$ cat config.mk
export PLATFORM = sky130hd
export DESIGN_NAME = pipe_ctrl_flat
export DESIGN_NICKNAME = d
export VERILOG_FILES = /design/src/rtl/pipe_ctrl_if.sv /design/src/rtl/pipe_ctrl.sv /design/src/flat_wrapper.sv
export SDC_FILE = /design/constraint.sdc
export NUM_CORES = 1
export LEC_CHECK = 0
export CORE_MARGIN = 2
export CORE_UTILIZATION = 33
export CTS_BUF_LIST = sky130_fd_sc_hd__clkbuf_4 sky130_fd_sc_hd__clkbuf_8
export DETAILED_ROUTE_END_ITERATION = 8
export PLACE_DENSITY_LB_ADDON = 0.15
export SLEW_MARGIN = 20
export SYNTH_ARGS = -nofsm -noshare
export SYNTH_HDL_FRONTEND = slang
export SYNTH_SLANG_ARGS = --single-unit
$ cat constraint.sdc
create_clock -name clk -period 1.6 [get_ports clk]
set_clock_uncertainty 0.05 [all_clocks]
set_input_delay 0.24 -clock clk [delete_from_list [all_inputs] [get_ports clk]]
set_output_delay 0.24 -clock clk [all_outputs]
set_load 0.01 [all_outputs]
$ cat src/rtl/pipe_ctrl_if.sv
// Pipeline-controller bundle: stage stall requests and MEM exception info in,
// stall vector / flush / redirect and debug status out. PIPE_PERF_CNT_EN adds perf counters.
interface pipe_ctrl_if;
  logic        stallreq_if;
  logic        stallreq_id;
  logic        stallreq_ex;
  logic        stallreq_mem;
  logic [31:0] excepttype_i;
  logic [31:0] cp0_epc_i;
  logic [5:0]  stall;
  logic        flush;
  logic [31:0] new_pc;
  logic        stall_timeout;
  logic [31:0] last_exc_o;
`ifdef PIPE_PERF_CNT_EN
  logic [31:0] perf_stall_cycles;
  logic [31:0] perf_flush_count;
`endif

  modport master (
    output stallreq_if, stallreq_id, stallreq_ex, stallreq_mem, excepttype_i, cp0_epc_i,
    input  stall, flush, new_pc, stall_timeout, last_exc_o
`ifdef PIPE_PERF_CNT_EN
    , input perf_stall_cycles, perf_flush_count
`endif
  );

  modport slave (
    input  stallreq_if, stallreq_id, stallreq_ex, stallreq_mem, excepttype_i, cp0_epc_i,
    output stall, flush, new_pc, stall_timeout, last_exc_o
`ifdef PIPE_PERF_CNT_EN
    , output perf_stall_cycles, perf_flush_count
`endif
  );
endinterface

$ cat src/rtl/pipe_ctrl.sv
// Six-stage pipeline controller: stall merge, exception flush/redirect, post-flush guard,
// stall watchdog and last-cause capture. Optional perf counters under PIPE_PERF_CNT_EN.
module pipe_ctrl #(
  parameter logic [31:0] INT_VECTOR = 32'h0000_0020,
  parameter logic [31:0] EXC_VECTOR = 32'h0000_0040,
  parameter int          WDT_LIMIT  = 1024,
  parameter int          WDT_W      = 11
) (
  input logic        clk,
  input logic        rst,
  pipe_ctrl_if.slave bus
);

  typedef enum logic [1:0] {
    RUN   = 2'd0,
    STALL = 2'd1,
    GUARD = 2'd2
  } state_t;

  localparam logic [WDT_W-1:0] WDT_MAX = WDT_W'(WDT_LIMIT);

  state_t             state_r, state_next_s;
  logic [WDT_W-1:0]   count_r, count_next_s;
  logic               stall_timeout_r;
  logic [31:0]        last_exc_r;
  logic               exc_valid_s;
  logic [5:0]         stall_s;
  logic               flush_s;
  logic [31:0]        new_pc_s;

  function automatic logic [31:0] redirect_pc(input logic [31:0] exc, input logic [31:0] epc);
    case (exc)
      32'h0000_0001: redirect_pc = INT_VECTOR;
      32'h0000_000E: redirect_pc = epc;
      default:       redirect_pc = EXC_VECTOR;
    endcase
  endfunction

  // MEM holds a bubble right after a flush, so its exception field is not trusted in GUARD
  assign exc_valid_s = (bus.excepttype_i != 32'h0) && (state_r != GUARD);

  // Same-cycle stall/flush/redirect decode; exceptions outrank every stall request
  always_comb begin
    stall_s  = 6'b000000;
    flush_s  = 1'b0;
    new_pc_s = 32'h0;
    if (rst) begin
      stall_s  = 6'b000000;
    end else if (exc_valid_s) begin
      flush_s  = 1'b1;
      new_pc_s = redirect_pc(bus.excepttype_i, bus.cp0_epc_i);
    end else if (bus.stallreq_mem) begin
      stall_s  = 6'b011111;
    end else if (bus.stallreq_ex) begin
      stall_s  = 6'b001111;
    end else if (bus.stallreq_id) begin
      stall_s  = 6'b000111;
    end else if (bus.stallreq_if) begin
      stall_s  = 6'b000011;
    end else begin
      stall_s  = 6'b000000;
    end
  end

  // Next-state decode
  always_comb begin
    state_next_s = RUN;
    case (state_r)
      RUN, STALL: begin
        if (exc_valid_s) begin
          state_next_s = GUARD;
        end else if (stall_s != 6'b000000) begin
          state_next_s = STALL;
        end else begin
          state_next_s = RUN;
        end
      end
      GUARD: begin
        if (stall_s != 6'b000000) begin
          state_next_s = STALL;
        end else begin
          state_next_s = RUN;
        end
      end
      default: state_next_s = RUN;
    endcase
  end

  // Watchdog counts unbroken stalled cycles and saturates at the limit
  always_comb begin
    count_next_s = count_r;
    if (flush_s || (stall_s == 6'b000000)) begin
      count_next_s = {WDT_W{1'b0}};
    end else if (count_r == WDT_MAX) begin
      count_next_s = count_r;
    end else begin
      count_next_s = count_r + WDT_W'(1);
    end
  end

  // State, watchdog and debug-capture registers
  always_ff @(posedge clk) begin
    if (rst) begin
      state_r         <= RUN;
      count_r         <= {WDT_W{1'b0}};
      stall_timeout_r <= 1'b0;
      last_exc_r      <= 32'h0;
    end else begin
      state_r <= state_next_s;
      count_r <= count_next_s;
      if (count_next_s == WDT_MAX) begin
        stall_timeout_r <= 1'b1;
      end
      if (exc_valid_s) begin
        last_exc_r <= bus.excepttype_i;
      end
    end
  end

  assign bus.stall         = stall_s;
  assign bus.flush         = flush_s;
  assign bus.new_pc        = new_pc_s;
  assign bus.stall_timeout = stall_timeout_r;
  assign bus.last_exc_o    = last_exc_r;

`ifdef PIPE_PERF_CNT_EN
  logic [31:0] perf_stall_cycles_r;
  logic [31:0] perf_flush_count_r;

  // Free-running event counters, wrapping at 2^32
  always_ff @(posedge clk) begin
    if (rst) begin
      perf_stall_cycles_r <= 32'h0;
      perf_flush_count_r  <= 32'h0;
    end else begin
      if (stall_s != 6'b000000) begin
        perf_stall_cycles_r <= perf_stall_cycles_r + 32'd1;
      end
      if (flush_s) begin
        perf_flush_count_r <= perf_flush_count_r + 32'd1;
      end
    end
  end

  assign bus.perf_stall_cycles = perf_stall_cycles_r;
  assign bus.perf_flush_count  = perf_flush_count_r;
`endif

endmodule

$ cat src/flat_wrapper.sv
// flat-port wrapper written by rule: the top's interface ports become plain ports
module pipe_ctrl_flat 
#(
  parameter logic [31:0] INT_VECTOR = 32'h0000_0020,
  parameter logic [31:0] EXC_VECTOR = 32'h0000_0040,
  parameter int          WDT_LIMIT  = 1024,
  parameter int          WDT_W      = 11
)
  (clk, rst, bus_stallreq_if, bus_stallreq_id, bus_stallreq_ex, bus_stallreq_mem, bus_excepttype_i, bus_cp0_epc_i, bus_stall, bus_flush, bus_new_pc, bus_stall_timeout, bus_last_exc_o);
  pipe_ctrl_if bus_i ();
  input logic clk;
  input logic rst;
  input wire logic [$bits(bus_i.stallreq_if)-1:0] bus_stallreq_if;
  input wire logic [$bits(bus_i.stallreq_id)-1:0] bus_stallreq_id;
  input wire logic [$bits(bus_i.stallreq_ex)-1:0] bus_stallreq_ex;
  input wire logic [$bits(bus_i.stallreq_mem)-1:0] bus_stallreq_mem;
  input wire logic [$bits(bus_i.excepttype_i)-1:0] bus_excepttype_i;
  input wire logic [$bits(bus_i.cp0_epc_i)-1:0] bus_cp0_epc_i;
  output wire logic [$bits(bus_i.stall)-1:0] bus_stall;
  output wire logic [$bits(bus_i.flush)-1:0] bus_flush;
  output wire logic [$bits(bus_i.new_pc)-1:0] bus_new_pc;
  output wire logic [$bits(bus_i.stall_timeout)-1:0] bus_stall_timeout;
  output wire logic [$bits(bus_i.last_exc_o)-1:0] bus_last_exc_o;
  assign bus_i.stallreq_if = bus_stallreq_if;
  assign bus_i.stallreq_id = bus_stallreq_id;
  assign bus_i.stallreq_ex = bus_stallreq_ex;
  assign bus_i.stallreq_mem = bus_stallreq_mem;
  assign bus_i.excepttype_i = bus_excepttype_i;
  assign bus_i.cp0_epc_i = bus_cp0_epc_i;
  assign bus_stall = bus_i.stall;
  assign bus_flush = bus_i.flush;
  assign bus_new_pc = bus_i.new_pc;
  assign bus_stall_timeout = bus_i.stall_timeout;
  assign bus_last_exc_o = bus_i.last_exc_o;
  pipe_ctrl #(.INT_VECTOR(INT_VECTOR), .EXC_VECTOR(EXC_VECTOR), .WDT_LIMIT(WDT_LIMIT), .WDT_W(WDT_W)) u_core (.clk(clk), .rst(rst), .bus(bus_i));
endmodule
**Word-level counts from Yosys, hierarchy flattened**

Cells that the tools add are included.

- Memories: 0
- Word-level logic and storage cells: 35
- Input bits: 70
- Memory bits (writable): 0
- Memory bits (read-only): 0
- Flip-flop bits (word level): 46
- Output and inout port bits: 72
- Bits in latches: 0

- $lt $le $gt $ge: 0
- Divide/modulo/power cells: 0
- Shift operators: 0
- $mul: 0
- Muxes and demuxes: 16
- Equality and inequality tests: 7
- Add/subtract/negate cells: 1
- Reductions and logical operators: 7
- Bitwise gates (word level): 0

Operator list:

| cell | count |
|---|---|
| 32-bit two-way mux | 2 |
| 32-bit case mux with 2 select lines | 1 |
| 32-bit by 1-bit == test with 1-bit output (second input constant) | 1 |
| 32-bit by 4-bit == test with 1-bit output (second input constant) | 1 |
| 32-bit nonzero test | 1 |
| 6-bit two-way mux | 5 |
| 11-bit == test (second input constant) | 2 |
| 11-bit two-way mux | 2 |
| 11-bit by 1-bit adder with 11-bit output (second input constant) | 1 |
| 6-bit logical NOT | 1 |
| 6-bit nonzero test | 1 |
| 2-bit two-way mux | 2 |
| 2-bit case mux with 2 select lines | 1 |
| 1-bit two-way mux | 3 |
| 2-bit by 1-bit == test with 1-bit output (second input constant) | 1 |
| 2-bit == test (second input constant) | 1 |
| 2-bit logical NOT | 1 |
| 2-bit inequality test (second input constant) | 1 |
| 2-bit OR reduction | 1 |
| 1-bit logical AND | 1 |
| 1-bit logical OR | 1 |

**Depth between registers and ports, before layout**

- Depth in word-level cells: 10
- Gate-level depth with buffers: 7

**Least setup slack after synthesis**

No wires, ideal clock.

- Kind: input port to output port
- Start point: input port bus_excepttype_i[11]
- End point: output port bus_stall[2]
- Stages: 7
- Path buffers: 2
- Setup slack: -0.154 ns
- Arrival time: 1.464 ns
- Path through: nor4_1 > nand4_1 > o21ai_2 > and2b_1 > buf_6 > buf_6 > o31a_1

- Cells in the longest elaborated chain, start to end: 4

RTL lines:

| what | RTL line | RTL |
|---|---|---|
| start: declaration | flat_wrapper.sv:17 | `input wire logic [$bits(bus_i.excepttype_i)-1:0] bus_excepttype_i;` |
| 32-bit nonzero test | pipe_ctrl.sv:40 | `assign exc_valid_s = (bus.excepttype_i != 32'h0) && (state_r != GUARD);` |
| 1-bit logical AND | pipe_ctrl.sv:40 |  |
| 6-bit two-way mux | pipe_ctrl.sv:49 | `end else if (exc_valid_s) begin` |
| 6-bit two-way mux | pipe_ctrl.sv:47 | `if (rst) begin` |
| end: declaration | flat_wrapper.sv:19 | `output wire logic [$bits(bus_i.stall)-1:0] bus_stall;` |

Every way passes these cells.

**Final worst setup path**

- Start point: input port bus_excepttype_i[15]
- End point: output port bus_stall[2]

Same word-level chain as after synthesis.

==> results.toml <==
[grt]
met2_usage_pct = 42.71
grt_util_met1_pct = 28.21
grt.met3_usage_pct = 6.195
grt_max_degree = 33
grt.busiest_layer = "met2"
grt_pass1_vias = 2569
gr-total-overflow = 0
grt_pass1_wl_mm = 13.42
grtUsageTotal_pct = 23.72
antenna_found_initial = 0

[route]
vias = 2582
wirelength_mm = 9.040
drtAntennaViolNets = 0
wl_per_cell_um = 17.32
drt_iter0_markers = 68
routed_via_density = 4.946
drc = 0
dr.pass1.iters = 6

[clock_network]
clock_latency_ps = 300
h-tree-depth = 2
clock_tree.root_cell = "clkbuf_8"
numCtsBuffers = 5
clockBufferDepth = 2
cts.sinks = 46
cts_tree = "done"
path_clk_slew_ps = 100

[yosys]
synth_ff_type = "dfxtp_1"
synth_area_leaders = "dfxtp_1, a22o_1, and2_1"
syn_nets = 300
synthArstFlopShare_pct = 0
yosysMostFrequentCell = "dfxtp_1"
synth_top_area_cell = "dfxtp_1"
synth_cell_types = 38
synth_edf_count = 0
ys_ff_latch = 46
synth_top_area_share_pct = 43.22
synth_area_um2 = 2131
postSynthCellCount = 228
synth.avg_cell_area_um2 = 9.346
yosysWarnings = 0
synthTopCellsByCount = "dfxtp_1, a22o_1, and2_1, nor2_1"
synth_seq_area_share_pct = 43.22

[setup_path]
cp_max_fo = 3
r2r_slack_ps = -70
r2r-end = "u_core.bus.stall_timeout$_SDFFE_PP0N_"
crit_type = "in -> out"
cp.required_ps = 1310
cp-start-kind = "input pin"
setup.worst_path.end_class = "primary output"
arrival_ps = 1740
r2r-start = "u_core.count_r[0]$_SDFF_PP0_"
reg2regPathDepth = 5

[finish]
n_antenna_cell = 0
multi_input_area_um2 = 1378
final_area_um2 = 4721
area_growth_pct = 121.6
final_cells = 522
nNetsFinal = 516
final_util_pct = 74.77
seqCellArea_um2 = 924.6
drive_gt1_share_pct = 49.44
fillerInstances = 429

[sta]
setup_viol = 71
tns_ps = -19050
timing.final.crit_share_pct = 126.6
fmax_mhz = 493.7
hold_viol_final = 0
slew_viol_final = 0
min_period_ps = 2026
postLayoutSetupSlackWorst_ps = -425.7
grt_setup_unrepaired = "yes"

[hold_path]
min-delay-start = "bus_excepttype_i[30]"
hold_path.class = "in -> reg"
holdPathStages = 2
whs_endpoint = "u_core.bus.last_exc_o[30]$_SDFFE_PP0N_"

[pwr]
irDropWorstVdd_mv = 0.4224
p_leak_nw = 2.035
p_per_area_nw_per_um2 = 572.8

[placement]
place_congestion = 0.8462
place_area_um2 = 4058
portBuffers = 140
dpl.cell_count = 476
dp_hpwl_mm = 5.514

[floorplan]
start_util_pct = 33.75
die_area_um2 = 7116
placeableCoreArea_um2 = 6314
die_w_um = 84.36
die_y_um = 84.36
row_count = 29
ios = 142

[job]
maxCapViolCount = 0

[run_status]
status = "complete, but fails checks"
violations = "negative setup slack"
## cells by family (layout without fill, tap and decap cells)
kind of cell | after synthesis | count (layout) | share of synthesized area [%]
compound gates | 42 | 42 | 16.56
xor+xnor | 11 | 11 | 4.521
fa+ha+maj | 2 | 2 | 1.174
buf+inv | 24 | 238 | 7.223
flops | 46 | 46 | 43.22
mux | 1 | 1 | 0.5284
other cells | 1 | 1 | 0.1760
simple gates | 101 | 104 | 26.60
## routing by layer
layer / routed length, um / up-vias
li1: - / 1238
met1: 3707 / 1225
met2: 4529 / 104
met3: 646 / 15
met4: 157 / 0
met5: 0 / -
## sequential cells by signal (all words and copies together) (netlist names)
signal,count
u_core.count_r,11
u_core.bus.stall_timeout,1
u_core.state_r,2
u_core.bus.last_exc_o,32
## through the flow
step	setup slack (ps)	hold WS [ps]	power [mW]
floorplan	-97.12	322.6	1.455
global placement	-1178	405.2	1.849
detailed placement	-1200	403.2	1.853
CTS	-435.0	103.0	2.680
global route	-497.7	93.91	2.806
finish	-425.7	102.3	2.704
## what timing repair did
item,4_1_cts,5_1_grt
setup endpoints to repair,84,72
resized for setup,363,29
gates cloned,6,3
pin swaps,42,18
hold buffers,0,0
endpoints found under the hold margin,0,0
setup buffers,29,7
## area by class of cell
class,count,area share [%]
timing repair buffer,223,46.57
multi-input combinational,161,29.18
tap,77,2.041
sequential,46,19.59
inverter,7,0.6096
clock buffer,5,1.458
clock inverter,3,0.5566
## layout by cell type, fill, tap and decap left out, types with 2 or more instances in the layout
| cell | count |
|---|---|
| a21oi_1 | 2 |
| a22o_1 | 32 |
| and2_4 | 31 |
| and3_4 | 5 |
| buf_12 | 5 |
| buf_2 | 19 |
| buf_4 | 49 |
| buf_6 | 67 |
| buf_8 | 5 |
| clkbuf_16 | 2 |
| clkbuf_8 | 5 |
| clkdlybuf4s15_2 | 2 |
| clkdlybuf4s50_1 | 70 |
| dfxtp_1 | 43 |
| dfxtp_2 | 3 |
| dlygate4sd2_1 | 2 |
| inv_1 | 6 |
| inv_6 | 3 |
| nand2_1 | 8 |
| nand2b_1 | 2 |
| nand3_1 | 6 |
| nand3_2 | 2 |
| nand4_1 | 6 |
| nor2_1 | 18 |
| nor2_4 | 2 |
| nor3_1 | 3 |
| nor4_4 | 8 |
| xnor2_1 | 7 |
| xor2_1 | 4 |
## worst max-delay path: stages
cell and delay (ps):
buf_8 100, nor4_4 300, buf_4 150, nand4_1 180, o21ai_4 220, and2b_2 190
buf_6 110, o31a_1 120, buf_2 120
## worst max path at each step
stage / startpoint / to
5_1_grt: bus_excepttype_i[15] / bus_stall[2]
6_report: bus_excepttype_i[15] / bus_stall[2]
3_5_place_dp: bus_excepttype_i[11] / bus_new_pc[19]
3_3_place_gp: bus_excepttype_i[11] / bus_new_pc[19]
4_1_cts: bus_excepttype_i[22] / bus_new_pc[14]
2_1_floorplan: bus_excepttype_i[15] / bus_stall[2]
## power breakdown
group          leakage [nW]  internal (mW)  switching, mW
Combinational          1.61          0.421          0.258
Clock                0.0495          0.325          0.455
Sequential            0.380           1.21         0.0365
Total                  2.04           1.95          0.749
Note: power is estimated with default switching activity, not from simulation.
